--- config.mk ---
export PLATFORM = sky130hd
export DESIGN_NAME = bus_timer_flat
export DESIGN_NICKNAME = d
export VERILOG_FILES = /design/src/rtl/soc_pkg.sv /design/src/rtl/naive_bus.sv /design/src/rtl/timer_prescaler.sv /design/src/rtl/bus_timer.sv /design/src/flat_wrapper.sv
export SDC_FILE = /design/constraint.sdc
export NUM_CORES = 1
export LEC_CHECK = 0
export ABC_AREA = 1
export BUFFER_PORTS_ARGS = -buffer_cell sky130_fd_sc_hd__buf_2
export CORE_MARGIN = 10
export CORE_UTILIZATION = 45
export CTS_CLUSTER_DIAMETER = 120
export DETAILED_ROUTE_END_ITERATION = 7
export PLACE_DENSITY = 0.65
export SYNTH_ARGS = -nofsm -noshare
export SYNTH_HDL_FRONTEND = slang
export SYNTH_SLANG_ARGS = --single-unit
--- constraint.sdc ---
create_clock -name clk -period 3.65 [get_ports clk]
set_input_delay 0.365 -clock clk [delete_from_list [all_inputs] [get_ports clk]]
set_output_delay 0.365 -clock clk [all_outputs]
set_load 0.02 [all_outputs]
--- src/rtl/soc_pkg.sv ---
// Shared SoC definitions: timer slave address window, register offsets and CTRL bit layout.
package soc_pkg;

    localparam logic [31:0] TIMER_BASE = 32'h0004_0000;
    localparam logic [31:0] TIMER_MASK = 32'h0000_000f;

    typedef enum logic [1:0] {
        TMR_CTRL  = 2'd0,
        TMR_PRESC = 2'd1,
        TMR_COUNT = 2'd2,
        TMR_CMP   = 2'd3
    } tmr_reg_e;

    localparam int CTRL_EN   = 0;
    localparam int CTRL_AR   = 1;
    localparam int CTRL_IRQ  = 2;
    localparam int CTRL_FLAG = 8;

    // Replace only the bytes of old_v selected by be with the matching bytes of new_v.
    function automatic logic [31:0] byte_merge(input logic [31:0] old_v,
                                               input logic [31:0] new_v,
                                               input logic [3:0]  be);
        logic [31:0] r;
        r = old_v;
        for (int i = 0; i < 4; i++) begin
            if (be[i]) r[8*i +: 8] = new_v[8*i +: 8];
        end
        return r;
    endfunction

endpackage

--- src/rtl/naive_bus.sv ---
// Simple request/grant SoC bus with separate read and write channels.
interface naive_bus;
    logic        rd_req;
    logic        rd_gnt;
    logic [31:0] rd_addr;
    logic [31:0] rd_data;
    logic        wr_req;
    logic        wr_gnt;
    logic [31:0] wr_addr;
    logic [31:0] wr_data;
    logic [3:0]  wr_be;

    modport master (output rd_req, rd_addr, wr_req, wr_addr, wr_data, wr_be,
                    input  rd_gnt, rd_data, wr_gnt);
    modport slave  (input  rd_req, rd_addr, wr_req, wr_addr, wr_data, wr_be,
                    output rd_gnt, rd_data, wr_gnt);
endinterface

--- src/rtl/timer_prescaler.sv ---
// Prescale counter: counts 0..limit_i while enabled and emits a one-cycle tick on the wrap.
module timer_prescaler #(
    parameter int PRESCALE_W = 16
) (
    input  logic                  clk,
    input  logic                  rst_n,
    input  logic                  en_i,
    input  logic                  clr_i,
    input  logic [PRESCALE_W-1:0] limit_i,
    output logic                  tick_o
);

    logic [PRESCALE_W-1:0] cnt_q, cnt_d;

    // A clear (disable or new limit) restarts the period and suppresses the tick.
    assign tick_o = en_i && !clr_i && (cnt_q == limit_i);

    always_comb begin
        cnt_d = cnt_q;
        if (!en_i || clr_i) begin
            cnt_d = '0;
        end else if (tick_o) begin
            cnt_d = '0;
        end else begin
            cnt_d = cnt_q + PRESCALE_W'(1);
        end
    end

    always_ff @(posedge clk or negedge rst_n) begin
        if (!rst_n) begin
            cnt_q <= '0;
        end else begin
            cnt_q <= cnt_d;
        end
    end

endmodule

--- src/rtl/bus_timer.sv ---
// Memory-mapped timer/compare slave: prescaled counter, compare flag with auto-reload, level irq.
module bus_timer
    import soc_pkg::*;
#(
    parameter int          PRESCALE_W    = 16,
    parameter logic [31:0] RESET_COMPARE = 32'hffff_ffff
) (
    input  logic     clk,
    input  logic     rst_n,
    naive_bus.slave  bus,
    output logic     o_irq
);

    logic                  en_q, en_d;
    logic                  ar_q, ar_d;
    logic                  irq_en_q, irq_en_d;
    logic                  flag_q, flag_d;
    logic [PRESCALE_W-1:0] presc_q, presc_d;
    logic [31:0]           count_q, count_d;
    logic [31:0]           cmp_q, cmp_d;
    logic [31:0]           rd_data_q, rd_data_d;
    logic                  irq_q, irq_d;

    tmr_reg_e wr_sel, rd_sel;
    logic     wr_ctrl, wr_presc, wr_count, wr_cmp;
    logic     w1c, tick, match;
    logic     unused_addr_bits;

    assign bus.rd_gnt = bus.rd_req;
    assign bus.wr_gnt = bus.wr_req;
    assign bus.rd_data = rd_data_q;
    assign o_irq = irq_q;

    assign unused_addr_bits = ^{bus.rd_addr[31:4], bus.rd_addr[1:0],
                                bus.wr_addr[31:4], bus.wr_addr[1:0]};

    assign wr_sel   = tmr_reg_e'(bus.wr_addr[3:2]);
    assign rd_sel   = tmr_reg_e'(bus.rd_addr[3:2]);
    assign wr_ctrl  = bus.wr_req && (wr_sel == TMR_CTRL);
    assign wr_presc = bus.wr_req && (wr_sel == TMR_PRESC);
    assign wr_count = bus.wr_req && (wr_sel == TMR_COUNT);
    assign wr_cmp   = bus.wr_req && (wr_sel == TMR_CMP);
    assign w1c      = wr_ctrl && bus.wr_be[1] && bus.wr_data[CTRL_FLAG];

    timer_prescaler #(.PRESCALE_W(PRESCALE_W)) u_presc (
        .clk     (clk),
        .rst_n   (rst_n),
        .en_i    (en_q),
        .clr_i   (wr_presc),
        .limit_i (presc_q),
        .tick_o  (tick)
    );

    // Compare always sees the registered COUNT/COMPARE, never this cycle's bus write.
    assign match = tick && (count_q == cmp_q);

    always_comb begin
        en_d     = en_q;
        ar_d     = ar_q;
        irq_en_d = irq_en_q;
        presc_d  = presc_q;
        count_d  = count_q;
        cmp_d    = cmp_q;

        if (wr_ctrl && bus.wr_be[0]) begin
            en_d     = bus.wr_data[CTRL_EN];
            ar_d     = bus.wr_data[CTRL_AR];
            irq_en_d = bus.wr_data[CTRL_IRQ];
        end
        if (wr_presc) begin
            presc_d = PRESCALE_W'(byte_merge(32'(presc_q), bus.wr_data, bus.wr_be));
        end
        if (wr_cmp) begin
            cmp_d = byte_merge(cmp_q, bus.wr_data, bus.wr_be);
        end

        if (tick) begin
            count_d = (match && ar_q) ? 32'd0 : count_q + 32'd1;
        end
        if (wr_count) begin
            count_d = byte_merge(count_q, bus.wr_data, bus.wr_be);
        end

        flag_d = match || (flag_q && !w1c);
        irq_d  = flag_d && irq_en_d;
    end

    always_comb begin
        rd_data_d = rd_data_q;
        if (bus.rd_req) begin
            unique case (rd_sel)
                TMR_CTRL:  rd_data_d = {23'd0, flag_q, 5'd0, irq_en_q, ar_q, en_q};
                TMR_PRESC: rd_data_d = 32'(presc_q);
                TMR_COUNT: rd_data_d = count_q;
                TMR_CMP:   rd_data_d = cmp_q;
            endcase
        end
    end

    always_ff @(posedge clk or negedge rst_n) begin
        if (!rst_n) begin
            en_q      <= 1'b0;
            ar_q      <= 1'b0;
            irq_en_q  <= 1'b0;
            flag_q    <= 1'b0;
            presc_q   <= '0;
            count_q   <= 32'd0;
            cmp_q     <= RESET_COMPARE;
            rd_data_q <= 32'd0;
            irq_q     <= 1'b0;
        end else begin
            en_q      <= en_d;
            ar_q      <= ar_d;
            irq_en_q  <= irq_en_d;
            flag_q    <= flag_d;
            presc_q   <= presc_d;
            count_q   <= count_d;
            cmp_q     <= cmp_d;
            rd_data_q <= rd_data_d;
            irq_q     <= irq_d;
        end
    end

endmodule

--- src/flat_wrapper.sv ---
// flat-port wrapper written by rule: the top's interface ports become plain ports
module bus_timer_flat import soc_pkg::*;
#(
    parameter int          PRESCALE_W    = 16,
    parameter logic [31:0] RESET_COMPARE = 32'hffff_ffff
)
  (clk, rst_n, o_irq, bus_rd_req, bus_rd_addr, bus_wr_req, bus_wr_addr, bus_wr_data, bus_wr_be, bus_rd_gnt, bus_rd_data, bus_wr_gnt);
  naive_bus bus_i ();
  input  logic clk;
  input  logic rst_n;
  output logic o_irq;
  input wire logic [$bits(bus_i.rd_req)-1:0] bus_rd_req;
  input wire logic [$bits(bus_i.rd_addr)-1:0] bus_rd_addr;
  input wire logic [$bits(bus_i.wr_req)-1:0] bus_wr_req;
  input wire logic [$bits(bus_i.wr_addr)-1:0] bus_wr_addr;
  input wire logic [$bits(bus_i.wr_data)-1:0] bus_wr_data;
  input wire logic [$bits(bus_i.wr_be)-1:0] bus_wr_be;
  output wire logic [$bits(bus_i.rd_gnt)-1:0] bus_rd_gnt;
  output wire logic [$bits(bus_i.rd_data)-1:0] bus_rd_data;
  output wire logic [$bits(bus_i.wr_gnt)-1:0] bus_wr_gnt;
  assign bus_i.rd_req = bus_rd_req;
  assign bus_i.rd_addr = bus_rd_addr;
  assign bus_i.wr_req = bus_wr_req;
  assign bus_i.wr_addr = bus_wr_addr;
  assign bus_i.wr_data = bus_wr_data;
  assign bus_i.wr_be = bus_wr_be;
  assign bus_rd_gnt = bus_i.rd_gnt;
  assign bus_rd_data = bus_i.rd_data;
  assign bus_wr_gnt = bus_i.wr_gnt;
  bus_timer #(.PRESCALE_W(PRESCALE_W), .RESET_COMPARE(RESET_COMPARE)) u_core (.clk(clk), .rst_n(rst_n), .bus(bus_i), .o_irq(o_irq));
endmodule
==> metrics.md <==
| Metric | Value |
|---|---|
| Die extent in x | `roughly 150 um` |
| Combinational Power Share | `0.283` |
| Maximum VDD drop | `~0.35 mV` |
| Synthesized cell area | `between 7000 and 8000 um^2` |
| Net Switching | `2.017 mW` |
| #FFs+latches synth | `roughly 130` |
| CP startpoint kind | `flip-flop` |
| Pre-CTS setup slack | `between 1 and 1.5 ns` |
| Rows | `48` |
| Final Wtd Congestion | `roughly 0.94` |
| I/O Buffers | `78` |
| Leak Pwr | `roughly 4.7 nW` |
| Layout Nets | `between 1000 and 1500` |
| Vias in the first global route | `between 7000 and 8000` |
| WP data arrival | `2.77 ns` |
| Clock Tree Buf Depth | `2` |
| N_diodes | `0` |
| Final setup fails | `0` |
| Clock share of power | `0.317` |
| Clk Latency, worst-skew pair | `0.42 ns` |
| Fin Clk Skew | `between 0.01 and 0.015 ns` |
| Synth top cells by count | `321 x nand2_1, 162 x nor2_1, 138 x inv_1` |
| Most instantiated library cell after synthesis | `nand2_1` |
| Area grow syn2layout | `14.49%` |
| Reg power frac | `0.401` |
| Largest net degree at the start of global routing | `between 80 and 90` |
| Avg Cell Area, Syn | `about 7.1 um^2` |
| Unrepaired setup endpoints after global routing | `no` |
| DR vias | `roughly 7300` |
| Gr usage total | `0.1935` |
| Max-slew headroom | `0.4011` |
| Sw Ratio | `0.3741` |
| Setup CP Type | `reg2reg` |
| Starting Density | `0.4583` |
| Cell taking the most area after synthesis | `dfrtp_1` |
| Asr flop ratio synth | `1.000` |
| Pint | `~3.4 mW` |
| MaxCap Viol Count | `0` |
| Drt pass-1 iters | `6` |
| Die H | `around 150 um` |
| Max Fclk | `about 0.41 GHz` |
| Routed vias/inst | `approximately 5.1` |
| Worst-path clk slew | `about 0.060 ns` |
| Tcrit/Tclk final | `0.6731` |
| Post-DP HPWL | `around 17000 um` |
| DR iter-0 viols | `approximately 710` |
| Routed Antenna Nets | `0` |
| Worst-margin pin slew | `between 0.8 and 0.9 ns` |
| Fin. max-slew vios | `0` |
| Post-route setup slack | `between 1 and 1.5 ns` |
| Initial antenna violation count | `0` |
| Post-synthesis sequential area ratio | `0.4249` |
| Number of synthesized flops with an enable pin | `0` |
| PwrDens | `~590 nW/um^2` |
| Drt total wl | `between 20000 and 25000 um` |
| Gr ovfl total | `0` |
| Synth area leaders | `dfrtp_1 32%, nand2_1 15%, dfstp_2 11%, nor2_1 7.7%, inv_1 6.5%` |
| Wire length per cell | `16.15 um` |
| H-Tree Depth | `4` |
| Distinct cells, synth | `38` |
| Final non-filler cell total | `about 1400` |
| Core area | `17300 um^2` |
| Post-cts sizing count | `0` |
| CP Capture Type | `flip-flop` |
| Top FF cell, synth | `dfrtp_1` |
| # Post-CTS Setup Buffers | `0` |
| Die area | `roughly 23000 um^2` |
| Ys Warns | `0` |
| # fillers | `around 1700` |
| Top-area cell type share of the netlist area | `0.3189` |
| Req. time, crit path | `roughly 4.0 ns` |
| Crit path time final | `~2.5 ns` |
| Mapped Cells | `approximately 1100` |
| Run status | `complete, no violations` |
| Crit Path Max Fanout | `32` |
| Ports | `139` |
| CTS tree | `yes` |
| # placed instances | `about 1400` |
| Post-Syn Nets | `roughly 1200` |
| Hold Fails Final Rpt | `0` |
| Total power | `5.391 mW` |
| First-pass GRT wire length | `37320 um` |
| Clock sink count | `about 130` |
| Share of cells above drive strength 1 | `0.1567` |
| DR DRC count | `0` |
| Post-CTS Hold Buffers | `0` |
| Clock buffer count from CTS | `17` |
| Setup_tns | `0 ns` |
| Hold Path Class | `in2async` |
| Root buffer cell | `clkbuf_16` |
logic make-up (layout without fill, tap and decap cells):
group	Yosys count	count (layout)	share of synthesized area
buf+inv	182	262	0.08998
mux	16	16	0.02273
flops	133	133	0.4249
simple gates	595	595	0.3102
fa+ha+maj	2	2	0.003157
xor+xnor	36	36	0.03978
compound gates	156	156	0.1092
per-layer routing:
metal  share of wire  global-route usage  wire, um  up-vias
li1                -                   -         -     3698
met1            0.49              0.2772     11290     3409
met2            0.44              0.2912     10010      208
met3           0.057             0.03556      1310       22
met4           0.017             0.05223       397        0
met5               0                   0         0        -
path summary, 6_finish.rpt:
| check | startpoint | endpoint | slack [ns] | cells past startpoint |
|---|---|---|---|---|
| min reg2reg | u_core.cmp_q[24] | u_core.cmp_q[24] | 0.48 | 2 |
| min | rst_n | u_core.bus.rd_data[7] | 0.007 | 1 |
| max in group asynchronous | rst_n | u_core.cmp_q[14] | 2.76 | 2 |
| max reg2reg | u_core.u_presc.cnt_q[11] | u_core.count_q[19] | 1.19 | 10 |
| max | u_core.u_presc.cnt_q[11] | u_core.count_q[19] | 1.19 | 10 |
| min in group clk | bus_wr_data[22] | u_core.cmp_q[22] | 0.19 | 3 |
state kept, by name, indices dropped and copies added, names as in the netlist, 16 cells and up:
name	count
u_core.bus.rd_data	32
u_core.cmp_q	32
u_core.count_q	32
u_core.presc_q	16
u_core.u_presc.cnt_q	16
power groups by stage:
stage                     clock [mW]  sequential (mW)  combinational, mW
after floorplan                    0             2.12               1.09
after global routing            1.79             2.21               1.74
after detailed placement           0             2.18               1.51
after CTS                       1.72             2.15               1.52
final                           1.71             2.16               1.52
after global placement             0             2.17               1.49
cell usage in the layout, fill, tap and decap left out, types with 3 or more instances in the layout:
master / n
buf_4: 6
nor3_2: 3
xor2_1: 29
nor4_1: 3
clkinv_4: 5
nand3b_1: 4
nor2_1: 162
nand2_1: 321
nor3_1: 33
o22ai_1: 6
xnor2_1: 7
nand2_2: 3
dfrtp_1: 101
nand3_1: 37
buf_2: 77
clkinvlp_4: 4
o221ai_1: 6
mux2_2: 16
nor2_2: 7
a31oi_1: 16
a21oi_1: 43
clkbuf_16: 17
inv_2: 8
o21ai_0: 71
a22oi_1: 4
o211ai_1: 4
dfstp_2: 32
inv_1: 138
nand4_1: 15
worst max-delay path, stage by stage, from the launching register on:
cell     delay, ns
dfrtp_1       0.43
xnor2_1       0.35
nand2_1       0.13
nor2_1        0.19
nand3_1       0.15
nor2_2        0.13
nand3_2       0.55
nand2_1       0.23
nand2_1       0.07
nand2_1       0.06
nand2_1       0.05
layout make-up:
| cell class | instances | area [um^2] | share of cell area |
|---|---|---|---|
| Clock buffer | 19 | 432.9 | 0.04770 |
| Clock inverter | 13 | 151.4 | 0.01668 |
| Inverter | 146 | 548.0 | 0.06039 |
| Multi-Input combinational cell | 805 | 3851 | 0.4244 |
| Sequential cell | 133 | 3368 | 0.3712 |
| Tap cell | 225 | 281.5 | 0.03102 |
| Timing Repair Buffer | 84 | 441.7 | 0.04867 |
through the flow:
step	instance area, um^2	hold slack [ns]	util
after floorplan	7926	0.06941	-
after global placement	8491	0.4677	0.4909
after detailed placement	8491	0.4730	0.4909
after CTS	9075	0.06421	0.5247
after global routing	9075	0.05577	0.5247
final	9075	0.006931	0.5247
Power figures use the tool's default switching activity.
